===== src/rtl/timer_countdown_bcd_if.sv =====
// rtl/timer_countdown_bcd_if.sv - control/status bundle of the BCD countdown timer
//
// Purpose: groups the tick input, load/start/pause/clear controls, preset
// digits and the BCD count/status outputs of timer_countdown_bcd.
// Modports:
//   master - drives tick_in, load, load_* digits, start, pause, clear;
//            observes the count digits and running/paused/zero/done.
//   slave  - the timer side (inputs and outputs reversed).
interface timer_countdown_bcd_if;
  logic       tick_in;
  logic       load;
  logic [3:0] load_min_tens;
  logic [3:0] load_min_ones;
  logic [3:0] load_sec_tens;
  logic [3:0] load_sec_ones;
  logic       start;
  logic       pause;
  logic       clear;
  logic [3:0] min_tens;
  logic [3:0] min_ones;
  logic [3:0] sec_tens;
  logic [3:0] sec_ones;
  logic       running;
  logic       paused;
  logic       zero;
  logic       done;

  modport master (
    output tick_in, load, load_min_tens, load_min_ones, load_sec_tens,
           load_sec_ones, start, pause, clear,
    input  min_tens, min_ones, sec_tens, sec_ones, running, paused, zero, done
  );

  modport slave (
    input  tick_in, load, load_min_tens, load_min_ones, load_sec_tens,
           load_sec_ones, start, pause, clear,
    output min_tens, min_ones, sec_tens, sec_ones, running, paused, zero, done
  );
endinterface


===== src/rtl/timer_countdown_bcd.sv =====
// rtl/timer_countdown_bcd.sv - mm:ss BCD countdown timer with load/start/pause/clear control
//
// Purpose: synchronises the divider tick, turns each rising edge into a
// one-second BCD decrement while running, and flags completion with a
// one-cycle done pulse.
// Ports:
//   in_clock - system clock (rising edge)
//   reset_n  - asynchronous active-low reset
//   tmr      - timer_countdown_bcd_if.slave: tick_in, load + load_* digits,
//              start, pause, clear in; min/sec digits, running, paused,
//              zero, done out
module timer_countdown_bcd #(
  parameter logic [3:0] MAX_MIN_TENS = 4'd9
) (
  input logic                 in_clock,
  input logic                 reset_n,
  timer_countdown_bcd_if.slave tmr
);

  typedef enum logic [2:0] {
    S_IDLE,
    S_LOADED,
    S_RUNNING,
    S_PAUSED,
    S_DONE
  } state_t;

  state_t     state, state_next;
  logic [3:0] mt, mo, st, so;
  logic [3:0] mt_next, mo_next, st_next, so_next;
  logic       done_q, done_next;

  logic       sync1, sync2, tick_d;
  logic       tick_pulse;

  // tick_in is asynchronous: two synchroniser flops, then an edge detector
  // that runs in every state so an edge seen while paused is consumed.
  always_ff @(posedge in_clock or negedge reset_n) begin
    if (!reset_n) begin
      sync1  <= 1'b0;
      sync2  <= 1'b0;
      tick_d <= 1'b0;
    end else begin
      sync1  <= tmr.tick_in;
      sync2  <= sync1;
      tick_d <= sync2;
    end
  end

  assign tick_pulse = sync2 & ~tick_d;

  logic [3:0] ld_mt, ld_mo, ld_st, ld_so;
  logic       ld_nonzero;

  assign ld_mt = (tmr.load_min_tens > MAX_MIN_TENS) ? MAX_MIN_TENS : tmr.load_min_tens;
  assign ld_mo = (tmr.load_min_ones > 4'd9) ? 4'd9 : tmr.load_min_ones;
  assign ld_st = (tmr.load_sec_tens > 4'd5) ? 4'd5 : tmr.load_sec_tens;
  assign ld_so = (tmr.load_sec_ones > 4'd9) ? 4'd9 : tmr.load_sec_ones;
  assign ld_nonzero = |{ld_mt, ld_mo, ld_st, ld_so};

  // BCD borrow chain; only used while the count is nonzero, so the
  // minutes-tens digit never underflows.
  logic [3:0] dec_mt, dec_mo, dec_st, dec_so;
  logic       borrow_so, borrow_st, borrow_mo, dec_zero;

  assign borrow_so = (so == 4'd0);
  assign borrow_st = borrow_so && (st == 4'd0);
  assign borrow_mo = borrow_st && (mo == 4'd0);
  assign dec_so    = borrow_so ? 4'd9 : so - 4'd1;
  assign dec_st    = borrow_so ? ((st == 4'd0) ? 4'd5 : st - 4'd1) : st;
  assign dec_mo    = borrow_st ? ((mo == 4'd0) ? 4'd9 : mo - 4'd1) : mo;
  assign dec_mt    = borrow_mo ? mt - 4'd1 : mt;
  assign dec_zero  = ~|{dec_mt, dec_mo, dec_st, dec_so};

  logic count_zero;
  assign count_zero = ~|{mt, mo, st, so};

  always_ff @(posedge in_clock or negedge reset_n) begin
    if (!reset_n) begin
      state  <= S_IDLE;
      mt     <= 4'd0;
      mo     <= 4'd0;
      st     <= 4'd0;
      so     <= 4'd0;
      done_q <= 1'b0;
    end else begin
      state  <= state_next;
      mt     <= mt_next;
      mo     <= mo_next;
      st     <= st_next;
      so     <= so_next;
      done_q <= done_next;
    end
  end

  // Priority: clear > load > pause > start > tick. A cycle carrying load or
  // pause consumes any tick pulse even when the control itself is ignored.
  always_comb begin
    state_next = state;
    mt_next    = mt;
    mo_next    = mo;
    st_next    = st;
    so_next    = so;
    done_next  = 1'b0;
    if (tmr.clear) begin
      state_next = S_IDLE;
      mt_next    = 4'd0;
      mo_next    = 4'd0;
      st_next    = 4'd0;
      so_next    = 4'd0;
    end else if (tmr.load) begin
      if (state != S_RUNNING) begin
        mt_next    = ld_mt;
        mo_next    = ld_mo;
        st_next    = ld_st;
        so_next    = ld_so;
        state_next = ld_nonzero ? S_LOADED : S_IDLE;
      end
    end else if (tmr.pause) begin
      if (state == S_RUNNING) begin
        state_next = S_PAUSED;
      end
    end else if (tmr.start && (state == S_LOADED || state == S_PAUSED)) begin
      if (!count_zero) begin
        state_next = S_RUNNING;
      end
    end else if (state == S_RUNNING && tick_pulse && !count_zero) begin
      mt_next = dec_mt;
      mo_next = dec_mo;
      st_next = dec_st;
      so_next = dec_so;
      if (dec_zero) begin
        state_next = S_DONE;
        done_next  = 1'b1;
      end
    end
  end

  assign tmr.min_tens = mt;
  assign tmr.min_ones = mo;
  assign tmr.sec_tens = st;
  assign tmr.sec_ones = so;
  assign tmr.running  = (state == S_RUNNING);
  assign tmr.paused   = (state == S_PAUSED);
  assign tmr.zero     = count_zero;
  assign tmr.done     = done_q;

endmodule


===== src/flat_wrapper.sv =====
// flat-port wrapper written by rule: the top's interface ports become plain ports
module timer_countdown_bcd_flat 
#(
  parameter logic [3:0] MAX_MIN_TENS = 4'd9
)
  (in_clock, reset_n, tmr_tick_in, tmr_load, tmr_load_min_tens, tmr_load_min_ones, tmr_load_sec_tens, tmr_load_sec_ones, tmr_start, tmr_pause, tmr_clear, tmr_min_tens, tmr_min_ones, tmr_sec_tens, tmr_sec_ones, tmr_running, tmr_paused, tmr_zero, tmr_done);
  timer_countdown_bcd_if tmr_i ();
  input logic in_clock;
  input logic reset_n;
  input wire logic [$bits(tmr_i.tick_in)-1:0] tmr_tick_in;
  input wire logic [$bits(tmr_i.load)-1:0] tmr_load;
  input wire logic [$bits(tmr_i.load_min_tens)-1:0] tmr_load_min_tens;
  input wire logic [$bits(tmr_i.load_min_ones)-1:0] tmr_load_min_ones;
  input wire logic [$bits(tmr_i.load_sec_tens)-1:0] tmr_load_sec_tens;
  input wire logic [$bits(tmr_i.load_sec_ones)-1:0] tmr_load_sec_ones;
  input wire logic [$bits(tmr_i.start)-1:0] tmr_start;
  input wire logic [$bits(tmr_i.pause)-1:0] tmr_pause;
  input wire logic [$bits(tmr_i.clear)-1:0] tmr_clear;
  output wire logic [$bits(tmr_i.min_tens)-1:0] tmr_min_tens;
  output wire logic [$bits(tmr_i.min_ones)-1:0] tmr_min_ones;
  output wire logic [$bits(tmr_i.sec_tens)-1:0] tmr_sec_tens;
  output wire logic [$bits(tmr_i.sec_ones)-1:0] tmr_sec_ones;
  output wire logic [$bits(tmr_i.running)-1:0] tmr_running;
  output wire logic [$bits(tmr_i.paused)-1:0] tmr_paused;
  output wire logic [$bits(tmr_i.zero)-1:0] tmr_zero;
  output wire logic [$bits(tmr_i.done)-1:0] tmr_done;
  assign tmr_i.tick_in = tmr_tick_in;
  assign tmr_i.load = tmr_load;
  assign tmr_i.load_min_tens = tmr_load_min_tens;
  assign tmr_i.load_min_ones = tmr_load_min_ones;
  assign tmr_i.load_sec_tens = tmr_load_sec_tens;
  assign tmr_i.load_sec_ones = tmr_load_sec_ones;
  assign tmr_i.start = tmr_start;
  assign tmr_i.pause = tmr_pause;
  assign tmr_i.clear = tmr_clear;
  assign tmr_min_tens = tmr_i.min_tens;
  assign tmr_min_ones = tmr_i.min_ones;
  assign tmr_sec_tens = tmr_i.sec_tens;
  assign tmr_sec_ones = tmr_i.sec_ones;
  assign tmr_running = tmr_i.running;
  assign tmr_paused = tmr_i.paused;
  assign tmr_zero = tmr_i.zero;
  assign tmr_done = tmr_i.done;
  timer_countdown_bcd #(.MAX_MIN_TENS(MAX_MIN_TENS)) u_core (.in_clock(in_clock), .reset_n(reset_n), .tmr(tmr_i));
endmodule

===== config.mk =====
export PLATFORM = sky130hd
export DESIGN_NAME = timer_countdown_bcd_flat
export DESIGN_NICKNAME = d
export VERILOG_FILES = /design/src/rtl/timer_countdown_bcd_if.sv /design/src/rtl/timer_countdown_bcd.sv /design/src/flat_wrapper.sv
export SDC_FILE = /design/constraint.sdc
export NUM_CORES = 1
export LEC_CHECK = 0
export ABC_CLOCK_PERIOD_IN_PS = 4650
export CELL_PAD_IN_SITES_DETAIL_PLACEMENT = 2
export CELL_PAD_IN_SITES_GLOBAL_PLACEMENT = 2
export CORE_MARGIN = 2
export CORE_UTILIZATION = 31
export CTS_BUF_LIST = sky130_fd_sc_hd__clkbuf_8
export CTS_CLUSTER_SIZE = 16
export DETAILED_ROUTE_END_ITERATION = 7
export PLACE_DENSITY = 0.88
export SLEW_MARGIN = 40
export SYNTH_ARGS = -nofsm -noshare
export SYNTH_HDL_FRONTEND = slang
export SYNTH_SLANG_ARGS = --single-unit

===== constraint.sdc =====
create_clock -name in_clock -period 4.65 [get_ports in_clock]
set_input_delay 0.6975 -clock in_clock [delete_from_list [all_inputs] [get_ports in_clock]]
set_output_delay 0.6975 -clock in_clock [all_outputs]
set_load 0.02 [all_outputs]

# After elaboration in Yosys (flattened, before gate mapping)

Index checks and enable logic that the tools add are counted.

Eq/ne operators: 10
$add $sub $neg: 4
Bitwise logic cells: 2
Reductions and logical operators: 17
$lt $le $gt $ge: 4
Muxes and demuxes: 50

Operators by type and width:

| cell                  | count |
|---|---|
| $mux W4               | 34 |
| $reduce_or A16 Y1     | 3 |
| $mux W3               | 9 |
| $sub A4 B1 Y4 const B | 4 |
| $gt A4 B4 Y1 const B  | 3 |
| $logic_not A4 Y1      | 3 |
| $mux W1               | 7 |
| $eq A3 B2 Y1 const B  | 2 |
| $ne A3 B2 Y1 const B  | 2 |
| $logic_and A1 B1 Y1   | 5 |
| $ne A5 B4 Y1 const B  | 1 |
| $ne A5 B5 Y1 const B  | 1 |
| $reduce_and A5 Y1     | 1 |
| $reduce_bool A5 Y1    | 1 |
| $gt A4 B3 Y1 const B  | 1 |
| $ne A4 B2 Y1 const B  | 1 |
| $reduce_and A4 Y1     | 1 |
| $eq A3 B1 Y1 const B  | 1 |
| $ne A3 B1 Y1 const B  | 1 |
| $ne A3 B3 Y1 const B  | 1 |
| $reduce_bool A3 Y1    | 1 |
| $and A1 B1 Y1         | 1 |
| $logic_not A1 Y1      | 1 |
| $logic_or A1 B1 Y1    | 1 |
| $not A1 Y1            | 1 |

Output and inout port bits: 20
Flip-flop bits (word level): 23
Word-level logic and storage cells: 96

# Depth between registers and ports, before layout

Depth in word-level cells: 11
Depth in mapped cells: 8

# Least setup slack after synthesis

No wires, ideal clock.

Kind: reg-to-reg
Start: register u_core.so[1] (netlist: u_core.tmr.sec_ones[1])
End: register u_core.st[0] (netlist: u_core.tmr.sec_tens[0])
Period minus slack after synthesis: 2695 ps
Slack: 1955 ps
Stages on the path, launching flop included: 7
Arrival: 2569 ps
Setup time: 126 ps
Path through: dfrtp_1 -> or4_1 -> buf_2 -> nor4_2 -> o41ai_1 -> clkbuf_1 -> a221o_1

Word-level cells in the longest chain between the ends: 7
Elaborated cells between the ends (all ways): 11

RTL lines:

| item                   | line                       | RTL |
|---|---|---|
| start, declared        | timer_countdown_bcd.sv:29  | `logic [3:0] mt, mo, st, so;` |
| start signal, assigned | timer_countdown_bcd.sv:91  | `so <= so_next;` |
| $logic_not A4 Y1       | timer_countdown_bcd.sv:66  | `assign borrow_so = (so == 4'd0);` |
| $mux W4                | timer_countdown_bcd.sv:70  | `assign dec_st = borrow_so ? ((st == 4'd0) ? 4'd5 : st - 4'd1) : st;` |
| $mux W4                | timer_countdown_bcd.sv:127 | `end else if (state == S_RUNNING && tick_pulse && !count_zero) begin` |
| $mux W4                | timer_countdown_bcd.sv:123 | `end else if (tmr.start && (state == S_LOADED \|\| state == S_PAUSED)) begin` |
| $mux W4                | timer_countdown_bcd.sv:119 | `end else if (tmr.pause) begin` |
| $mux W4                | timer_countdown_bcd.sv:111 | `end else if (tmr.load) begin` |
| $mux W4                | timer_countdown_bcd.sv:105 | `if (tmr.clear) begin` |
| end signal, assigned   | timer_countdown_bcd.sv:90  | `st <= st_next;` |
| end, declared          | timer_countdown_bcd.sv:29  |  |

Several ways; a longest one is shown, not always the timed one. The select of a mux whose other input is x is not followed.
A chain may end at the register's enable or synchronous reset.

# Final worst setup path

Start: register u_core.so[1] (netlist: u_core.tmr.sec_ones[1])
End: output tmr_zero

Word-level cells in the longest chain between the ends: 2

RTL lines:

| item              | line                      | RTL |
|---|---|---|
| $reduce_or A16 Y1 | timer_countdown_bcd.sv:76 | `assign count_zero = ~\|{mt, mo, st, so};` |
| $logic_not A1 Y1  | timer_countdown_bcd.sv:76 |  |
| end, declared     | flat_wrapper.sv:25        | `output wire logic [$bits(tmr_i.zero)-1:0] tmr_zero;` |

No other way between the ends.

==> impl_metrics.yaml <==
outcome:
  status: "finished clean"
routing:
  avgRoutedWirePerCell_um: 19.9
  dr.pass1.iters: 4
  drt_iter0_drc: 68
  via_count: 1623
  via_per_inst: 5.69
  ant_nets: 0
  drc_errors: 0
  wirelength_um: 5660
finish:
  area_delta_synth_final_pct: 36.5
  layout-drive-gt1-share: 0.0826
  fin_nets: 244
  multi_input_area_um2: 883
  fillCellCount: 541
  n_antenna_cell: 0
  utilization: 0.437
  seq_area_um2: 576
cts:
  cts_hold_buf: 0
  clk_pin_slew_worst_paths_ps: 100
  htreeDepth: 1
  cts_made_buffers: 3
  cts_root_buffer: "clkbuf_8"
  cts.sinks: 23
  ctsLongestPathBuffers: 2
  post_cts.repair.setup_buffers: 0
  post_cts_resized: 0
  clk_latency_ps: 280
  tritoncts: "built"
die:
  fp.dieH_um: 73.8
  core_um2: 4720
  die_w_um: 73.8
  ios: 43
  initial_core_util: 0.320
  die-area_um2: 5450
  rows: 25
grt:
  antenna_found_initial: 0
  first_global_vias: 1725
  grt_max_degree: 24
  grt-ovfl-total: 0
  grt_pass1_wl_um: 9330
  track_usage: 0.227
worst_setup_path:
  worst-setup-path-type: "register to primary output"
  end_kind: "primary output"
  cp.arrival_ps: 2750
  worstPathRequired_ps: 3950
  critical_path_peak_fanout: 8
  crit_path_start_kind: "register"
synthesis:
  yosys.area_share.simple: 0.255
  synth.yosys.seq_area_share: 0.381
  syn_area_per_cell_um2: 8.63
  synth_mux_area_frac: 0.0282
  synth_top_area_share: 0.381
  synth_edf_count: 0
  yosys_warnings: 0
  synth_compound_area_frac: 0.285
  ys_types: 45
  synthAdderAreaFrac: 0.0166
  synthTopCellsByArea: "dfrtp_1 (38%), o21ai_0 (8.0%), nand2_1 (4.0%)"
  synth_top_family_by_area: "compound AO/OA/AOI/OAI gates"
  ys_async_sr_fraction: 1.00
  synthCells: 175
  synthTopCellsByCount: "o21ai_0 (24), dfrtp_1 (23), nand2_1 (16), nor2_1 (16), a21oi_1 (10)"
  synthFlopType: "dfrtp_1"
  yosys.area_share.xor_xnor: 0
  synth_fp_nets: 200
  synth_area_um2: 1510
  yosys.cell_count.top_type: "o21ai_0"
  ys_seq_elements: 23
  synth_area_leader_cell: "dfrtp_1"
placement:
  place_ws_ps: 1480
  dp_hpwl_um: 4190
  port_buffers: 42
  gp_congestion: 0.845
timing:
  drv_slew: 0
  rsz0062_at_grt: "no"
  setup_viol: 0
  fin_tns_setup_ps: 0
  timing.final.crit_share: 0.742
  max_freq_mhz: 290
  worst_slack_ps: 1200
  max_slew_margin: 0.550
  hold_viol_final: 0
  fin_skew_ps: 6.54
  fin_crit_ps: 3450
  worst_pin_slew_ps: 671
pwr:
  switchingPower_w: 0.000223
  peakVddDrop_mv: 0.120
  power.internal_w: 0.000371
  powerDensity_nw_per_um2: 288
  pwr-share-comb: 0.360
  seqPwrFrac: 0.411
  p_total_w: 0.000594
  p_leak_nw: 0.812
  clkPwrFrac: 0.229
  swShare: 0.376
hold_path:
  hold_class: "register to register"
flow_run:
  cap_violations: 0
final timing paths:
| path | from | endpoint | slack [ps] | depth (start not counted) |
|---|---|---|---|---|
| max | u_core.tmr.sec_ones[1]$_DFFE_PN0P_ | tmr_zero | 1200 | 3 |
| min | u_core.sync1$_DFF_PN0_ | u_core.sync2$_DFF_PN0_ | 360 | 0 |
| max reg2reg | u_core.tmr.sec_ones[1]$_DFFE_PN0P_ | u_core.tmr.sec_tens[2]$_DFFE_PN0P_ | 1720 | 5 |
| min reg2reg | u_core.sync1$_DFF_PN0_ | u_core.sync2$_DFF_PN0_ | 360 | 0 |
| max in group asynchronous | reset_n | u_core.tmr.min_ones[1]$_DFFE_PN0P_ | 3610 | 2 |
| min in group asynchronous | reset_n | u_core.state[1]$_DFFE_PN0P_ | 790 | 2 |
power groups by stage:
| stage | combinational, W | clock [W] | sequential (W) |
|---|---|---|---|
| after floorplan | 0.000103 | 0 | 0.000259 |
| after global placement | 0.000208 | 0 | 0.000246 |
| after detailed placement | 0.000214 | 0 | 0.000248 |
| after CTS | 0.000215 | 0.000138 | 0.000245 |
| after global routing | 0.000234 | 0.000144 | 0.000249 |
| final | 0.000214 | 0.000136 | 0.000244 |
routing by layer:
metal / part of all wire / track usage
met3: 0.025 / 0.0261
met1: 0.46 / 0.297
met2: 0.51 / 0.403
met4: 0.0076 / 0.0444
met5: 0 / 0
through the flow:
stage                     hold WS [ps]  cells  cell area (µm²)
after global routing               391    285             2060
after CTS                          371    285             2060
after global placement             339    281             2020
final                              364    285             2060
after floorplan                    331    175             1510
after detailed placement           338    281             2020
logic make-up (layout without fill, tap and decap cells):
| kind of cell | Yosys count | after routing |
|---|---|---|
| simple gates | 70 | 70 |
| buf+inv | 13 | 56 |
| mux | 4 | 4 |
| fa+ha+maj | 2 | 2 |
| compound gates | 63 | 63 |
| flops | 23 | 23 |
final cells by class:
class | count | area share
multi-input combinational | 139 | 0.428
sequential | 23 | 0.279
timing repair buffer | 46 | 0.218
tap | 67 | 0.0407
clock buffer | 3 | 0.0200
inverter | 6 | 0.0109
clock inverter | 1 | 0.00243
sequential cells by signal (all words and copies together), names as in the netlist:
name / count
u_core.tmr.sec_tens: 4
u_core.state: 3
u_core.tick_d: 1
u_core.tmr.min_ones: 4
u_core.tmr.sec_ones: 4
u_core.sync2: 1
u_core.tmr.min_tens: 4
u_core.tmr.done: 1
u_core.sync1: 1
placed cells by master (no fill, tap or decap), drive strengths merged, types with 3 or more instances in the layout:
master / count
a22o: 6
nor3: 8
a32oi: 4
nor2b: 3
or4: 4
nand2b: 4
clkbuf: 3
nor2: 16
a21oi: 10
dfrtp: 23
inv: 6
o21ai: 25
nand2: 16
buf: 4
nor4b: 3
clkdlybuf4s50: 42
nor4: 5
critical path, stage by stage (launching register included):
cell and delay [ps]:
dfrtp_1 460, or4_1 710, nor4_2 580, clkdlybuf4s50_1 710
Power figures use the tool's default switching activity.
